### config.mk
export PLATFORM = sky130hd
export DESIGN_NAME = oled_layer_compositor
export DESIGN_NICKNAME = d
export VERILOG_FILES = /design/src/rtl/oled_layer_compositor.sv
export SDC_FILE = /design/constraint.sdc
export NUM_CORES = 1
export LEC_CHECK = 0
export ABC_AREA = 1
export CORE_UTILIZATION = 43
export CTS_CLUSTER_DIAMETER = 150
export CTS_CLUSTER_SIZE = 40
export DETAILED_ROUTE_END_ITERATION = 10
export PLACE_DENSITY = 0.83
export SLEW_MARGIN = 30
export SYNTH_ARGS = -nofsm -noshare
export SYNTH_HDL_FRONTEND = slang
export SYNTH_SLANG_ARGS = --single-unit
### constraint.sdc
create_clock -name clk -period 1.3 [get_ports clk]
set_input_delay 0.26 -clock clk [delete_from_list [all_inputs] [get_ports clk]]
set_output_delay 0.26 -clock clk [all_outputs]
set_load 0.03 [all_outputs]
### src/rtl/oled_layer_compositor.sv
// Two-stage RGB565 layer compositor: priority pick of the first enabled, non-key layer
// over a background, with frame-shadowed enables, frame-counter blink and a valid flag.
module oled_layer_compositor #(
  parameter int                NUM_LAYERS = 4,
  parameter int                COL_W      = 16,
  parameter int                IDX_W      = 13,
  parameter logic [COL_W-1:0]  KEY_COL    = 16'h0000,
  parameter int                FC_W       = 8,
  parameter int                BLINK_BIT  = 2
) (
  input  logic                        clk,
  input  logic                        reset,
  input  logic                        frame_begin,
  input  logic                        pix_valid_in,
  input  logic [IDX_W-1:0]            pixel_index,
  input  logic [NUM_LAYERS*COL_W-1:0] layer_col,
  input  logic [COL_W-1:0]            bg_col,
  input  logic [NUM_LAYERS-1:0]       layer_en_next,
  input  logic [NUM_LAYERS-1:0]       blink_req,
  output logic [COL_W-1:0]            pixel_out,
  output logic [IDX_W-1:0]            pixel_index_out,
  output logic                        pix_valid_out,
  output logic [3:0]                  hit_layer,
  output logic [FC_W-1:0]             frame_count
);

  localparam logic [3:0] BG_HIT = 4'(NUM_LAYERS);

  logic [NUM_LAYERS-1:0]       active_en_r;
  logic [FC_W-1:0]             frame_count_r;
  logic                        s1_valid_r;
  logic [IDX_W-1:0]            s1_index_r;
  logic [NUM_LAYERS*COL_W-1:0] s1_cols_r;
  logic [COL_W-1:0]            s1_bg_r;
  logic [NUM_LAYERS-1:0]       s1_mask_r;
  logic [COL_W-1:0]            pixel_out_r;
  logic [IDX_W-1:0]            pixel_index_out_r;
  logic                        pix_valid_out_r;
  logic [3:0]                  hit_layer_r;

  logic [NUM_LAYERS-1:0]       eff_mask_s;
  logic [NUM_LAYERS-1:0]       qual_s;
  logic [COL_W-1:0]            win_col_s;
  logic [3:0]                  win_hit_s;

  // Mask uses pre-update enables and phase, so a pixel alongside frame_begin sees the old frame.
  assign eff_mask_s = active_en_r & ~(blink_req & {NUM_LAYERS{frame_count_r[BLINK_BIT]}});

  // Frame-boundary state: shadowed enables and the wrapping frame counter.
  always_ff @(posedge clk or negedge reset) begin
    if (!reset) begin
      active_en_r   <= {NUM_LAYERS{1'b1}};
      frame_count_r <= {FC_W{1'b0}};
    end else if (frame_begin) begin
      active_en_r   <= layer_en_next;
      frame_count_r <= frame_count_r + {{(FC_W-1){1'b0}}, 1'b1};
    end else begin
      active_en_r   <= active_en_r;
      frame_count_r <= frame_count_r;
    end
  end

  // Stage 1: capture the pixel, its layers and the effective mask.
  always_ff @(posedge clk or negedge reset) begin
    if (!reset) begin
      s1_valid_r <= 1'b0;
      s1_index_r <= {IDX_W{1'b0}};
      s1_cols_r  <= {(NUM_LAYERS*COL_W){1'b0}};
      s1_bg_r    <= {COL_W{1'b0}};
      s1_mask_r  <= {NUM_LAYERS{1'b0}};
    end else begin
      s1_valid_r <= pix_valid_in;
      s1_index_r <= pixel_index;
      s1_cols_r  <= layer_col;
      s1_bg_r    <= bg_col;
      s1_mask_r  <= eff_mask_s;
    end
  end

  // Priority select: scanning from the lowest priority upward lets layer 0 overwrite last.
  always_comb begin
    qual_s    = {NUM_LAYERS{1'b0}};
    win_col_s = s1_bg_r;
    win_hit_s = BG_HIT;
    for (int i = NUM_LAYERS - 1; i >= 0; i--) begin
      qual_s[i] = s1_mask_r[i] & (s1_cols_r[i*COL_W +: COL_W] != KEY_COL);
      win_col_s = qual_s[i] ? s1_cols_r[i*COL_W +: COL_W] : win_col_s;
      win_hit_s = qual_s[i] ? 4'(i) : win_hit_s;
    end
  end

  // Stage 2: registered outputs; colour, index and hit hold across invalid cycles.
  always_ff @(posedge clk or negedge reset) begin
    if (!reset) begin
      pix_valid_out_r   <= 1'b0;
      pixel_out_r       <= {COL_W{1'b0}};
      pixel_index_out_r <= {IDX_W{1'b0}};
      hit_layer_r       <= 4'd0;
    end else if (s1_valid_r) begin
      pix_valid_out_r   <= 1'b1;
      pixel_out_r       <= win_col_s;
      pixel_index_out_r <= s1_index_r;
      hit_layer_r       <= win_hit_s;
    end else begin
      pix_valid_out_r   <= 1'b0;
      pixel_out_r       <= pixel_out_r;
      pixel_index_out_r <= pixel_index_out_r;
      hit_layer_r       <= hit_layer_r;
    end
  end

  assign pixel_out       = pixel_out_r;
  assign pixel_index_out = pixel_index_out_r;
  assign pix_valid_out   = pix_valid_out_r;
  assign hit_layer       = hit_layer_r;
  assign frame_count     = frame_count_r;

endmodule

=== Word-level counts from Yosys, hierarchy flattened ===
Cells that the tools add are included.

* Register bits after elaboration: 144
* Input port bits: 105

* Add/subtract/negate cells: 1
* Multiplexer cells: 9
* Bitwise gates (word level): 7
* Reductions and logical operators: 4

{| class="wikitable"
|+ Operators by type and width
! cell !! number
|-
| two-way mux 16 bit || 4
|-
| nonzero test 16 bit || 4
|-
| two-way mux 3 bit || 4
|-
| adder 8 x 1 -> 8 bit (second input constant) || 1
|-
| bitwise AND 4 bit || 2
|-
| bitwise AND 1 bit || 4
|-
| inverter 4 bit || 1
|-
| two-way mux 1 bit || 1
|}

=== Depth between registers and ports, before layout ===
* Word-level depth: 6
* Depth in mapped cells: 12
* Mapped depth without buffers: 11

=== Least setup slack after synthesis ===
Ideal clock, no wire load.

* Path type: register to register
* Start point: register frame_count_r[2] (netlist: frame_count[2])
* End point: register frame_count_r[7] (netlist: frame_count[7])
* Library setup time: 0.080 ns
* Arrival: 1.286 ns
* Setup slack: -0.066 ns
* Cell stages (with the launch flop): 6
* Buffers on the path: 0
* Path through: dfrtp_1 inv_2 nor3_2 nand2_1 nor3_1 xor2_1

* Cells in the longest elaborated chain, start to end: 1

{| class="wikitable"
|+ Ends and longest elaborated chain
! element !! RTL line !! source
|-
| start, declared || 30 || <nowiki>logic [FC_W-1:0] frame_count_r;</nowiki>
|-
| start signal, assigned || 53 || <nowiki>frame_count_r <= {FC_W{1'b0}};</nowiki>
|-
| start signal, assigned || 56 || <nowiki>frame_count_r <= frame_count_r + {{(FC_W-1){1'b0}}, 1'b1};</nowiki>
|-
| start signal, assigned || 59 || <nowiki>frame_count_r <= frame_count_r;</nowiki>
|-
| adder 8 x 1 -> 8 bit || 56 ||
|}

No other way between the ends.
A chain may end at the register's enable or synchronous reset.

=== Worst setup path after layout ===
* Start point: register s1_cols_r[50]
* End point: register pixel_out_r[8] (netlist: pixel_out[8])

* Cells in the longest elaborated chain, start to end: 6

{| class="wikitable"
|+ Ends and longest elaborated chain
! element !! RTL line !! source
|-
| start, declared || 33 || <nowiki>logic [NUM_LAYERS*COL_W-1:0] s1_cols_r;</nowiki>
|-
| start signal, assigned || 68 || <nowiki>s1_cols_r <= {(NUM_LAYERS*COL_W){1'b0}};</nowiki>
|-
| start signal, assigned || 74 || <nowiki>s1_cols_r <= layer_col;</nowiki>
|-
| nonzero test 16 bit || 86 || <nowiki>qual_s[i] = s1_mask_r[i] & (s1_cols_r[i*COL_W +: COL_W] != KEY_COL);</nowiki>
|-
| bitwise AND 1 bit || 86 ||
|-
| two-way mux 16 bit (4 in series) || 87 || <nowiki>win_col_s = qual_s[i] ? s1_cols_r[i*COL_W +: COL_W] : win_col_s;</nowiki>
|-
| end signal, assigned || 96 || <nowiki>pixel_out_r <= {COL_W{1'b0}};</nowiki>
|-
| end signal, assigned || 101 || <nowiki>pixel_out_r <= win_col_s;</nowiki>
|-
| end signal, assigned || 106 || <nowiki>pixel_out_r <= pixel_out_r;</nowiki>
|-
| end, declared || 36 || <nowiki>logic [COL_W-1:0] pixel_out_r;</nowiki>
|}

No other way between the ends.

==> flow_metrics.tcl <==
set metrics [dict create \
    synth_edf_count 0 \
    skew_ps 9.05 \
    nets 848 \
    fp.coreArea_mm2 0.0120 \
    reg2reg_slack_ps -390 \
    grt_usage 0.241 \
    finalHoldViolCount 0 \
    drc 0 \
    hpwl_mm 9.72 \
    final_cells 902 \
    viasPerCell 5.02 \
    drtIter0Drc 270 \
    ys_ff_latch 143 \
    antenna_found_initial 0 \
    power_leakage_nw 4.02 \
    wl_mm 14.9 \
    synth-warning-count 0 \
    insertion_delay_ps 420 \
    area_delta_synth_final_pct 57.5 \
    totalPowerFinal_w 0.0138 \
    holdPathEnd "s1_cols_r[44]" \
    ant_nets 0 \
    die_w_um 113 \
    antennaDiodeCount 0 \
    seq_area_frac_synth 0.679 \
    synthesis.instances 505 \
    cts-root-buf "clkbuf_16" \
    fp.dieH_um 113 \
    yosysUniqueCellTypes 27 \
    reg2regPathDepth 11 \
    place_inst 847 \
    cts_buffer_depth 2 \
    preCtsSetupSlack_ps -277 \
    failed_checks "negative setup slack" \
    cts_tree "done" \
    final_cell_area_mm2 0.00830 \
    gr-total-overflow 0 \
    worstSetupStartpointType "register" \
    final.min_clock_period_ps 1690 \
    drive_gt1_frac 0.331 \
    crit_required_ps 1600 \
    arrival_ps 2000 \
    syn_avg_cell_area_um2 10.4 \
    cellPowerDensity_mw_per_mm2 1660 \
    dpl_cell_area_mm2 0.00736 \
    timing.rr.start "s1_cols_r[50]" \
    grt_pass1_vias 4653 \
    row_count 40 \
    drv_slew 0 \
    ir_drop_v 0.00108 \
    start_util 0.441 \
    ctsHtreeMaxLevel 4 \
    grt_max_degree 45 \
    timing.rr.end "pixel_out[8]" \
    grt_pass1_wl_mm 22.8 \
    cts_sinks 143 \
    num_io_pins 147 \
    critPathMaxFanout 15 \
    die_area_mm2 0.0127 \
    wl_per_cell_um 16.5 \
    rsz0062_at_grt "true" \
    maxCapViolations 0 \
    fmaxAchievable_mhz 590 \
    outcome "complete, but fails checks" \
    synthFlopType "dfrtp_1" \
    io_buffers 145 \
    min_path_cells 1 \
    path_clk_slew_ps 60 \
    crit_type "reg -> reg" \
    first_pass_iters 5 \
    finalSetupViolCount 19 \
    routabilityCongestion 0.960 \
    synth_nets 611 \
    min_path_type "in -> reg" \
    syn_area_mm2 0.00527 \
    vias 4525 \
    hp-start "layer_col[44]" \
    async_reset_ff_frac 1.00 \
    finalWorstSetupSlack_ps -395 \
    cts_buffers 17 \
    finalCritPeriodShare 1.30 \
    end_kind "register" \
]
-- per-stage QoR --
stage,hold WS (ps),TNS [ps],utilization
3_3_place_gp,196,-3360,0.615
5_1_grt,247,-7340,0.694
4_1_cts,257,-3990,0.674
3_5_place_dp,204,-4760,0.615
6_report,268,-5790,0.694
2_1_floorplan,-35.6,-413,-
-- worst max-delay path by stage --
stage,startpoint,end,cells past startpoint
detailed placement,s1_cols_r[50],pixel_out[12],10
floorplan,s1_cols_r[43],pixel_out[4],12
global route,s1_cols_r[63],pixel_out[8],11
global placement,s1_cols_r[50],pixel_out[12],10
finish,s1_cols_r[50],pixel_out[8],11
CTS,s1_cols_r[61],pixel_out[7],11
-- worst max-delay path: stages, from the launching register on --
cell,delay [ps]
dfrtp_1,390
nor2_1,160
nand2_2,100
nor2_4,130
nand2_2,70
nand2_4,100
a21oi_4,50
buf_12,160
nand2_1,100
nand2_2,60
o21ai_2,160
nand2_1,90
-- state kept, by name, indices dropped and copies added, names as in the netlist --
name / flops
s1_mask_r: 4
active_en_r: 4
pixel_out: 16
s1_bg_r: 16
frame_count: 8
s1_index_r: 13
hit_layer: 3
pixel_index_out: 13
s1_valid_r: 1
pix_valid_out: 1
s1_cols_r: 64
-- per-layer routing --
layer / wire [µm] / track usage
met5: 0 / 0
met2: 7680 / 0.404
met1: 5660 / 0.280
met4: 667 / 0.140
met3: 908 / 0.0648
-- what timing repair did --
item | 4_1_cts | 5_1_grt
hold buffers | 1 | 0
gates cloned | 1 | 1
setup endpoints to repair | 43 | 27
hold endpoints to repair | 35 | 0
setup buffers | 13 | 9
pin swaps | 23 | 31
resized for setup | 132 | 52
-- area by class of cell --
cell class,instances,area [µm²]
Timing Repair Buffer,234,2160
Clock buffer,17,425
Clock inverter,15,159
Sequential cell,143,3580
Tap cell,147,184
Multi-Input combinational cell,308,1630
Fill cell,772,3660
Inverter,38,155
-- layout by cell type, fill, tap and decap left out, types with 5 or more instances in the layout --
cell type	instances
inv_2	10
o21ai_0	6
a21oi_1	24
nand3_1	20
nand2_1	118
nor2_2	5
clkbuf_16	18
inv_6	5
inv_1	27
buf_2	20
buf_12	12
buf_6	8
buf_4	89
nor2_1	42
dfrtp_1	138
nand3_2	6
nand2_4	9
nand2_2	24
o21ai_2	18
xor2_1	7
clkdlybuf4s50_1	103
nor3_1	12
-- kinds of logic after synthesis --
logic type	synth area share
simple gates	0.200
flops	0.679
buf+inv	0.0529
compound gates	0.0534
xor+xnor	0.0116
fa+ha+maj	0.00237
other cells	0.000711
-- power by group --
group,switching (W),internal (W),total [W]
Clock,0.00191,0.00284,0.00475
Combinational,0.00206,0.00162,0.00368
Sequential,0.000367,0.00496,0.00533
-- Yosys cell counts, types with 5 or more instances --
| cell type | instances | area [µm²] |
|---|---|---|
| a21oi_1 | 28 | 140 |
| buf_6 | 5 | 56.3 |
| dfrtp_1 | 139 | 3480 |
| inv_1 | 33 | 124 |
| nand2_1 | 138 | 518 |
| nand2_2 | 7 | 43.8 |
| nand2_4 | 5 | 56.3 |
| nand3_1 | 26 | 130 |
| nor2_1 | 48 | 180 |
| nor3_1 | 13 | 65.1 |
| o21ai_0 | 8 | 40.0 |
| o21ai_1 | 17 | 85.1 |
| xor2_1 | 7 | 61.3 |
No activity file was read; power rests on OpenSTA's default activity.
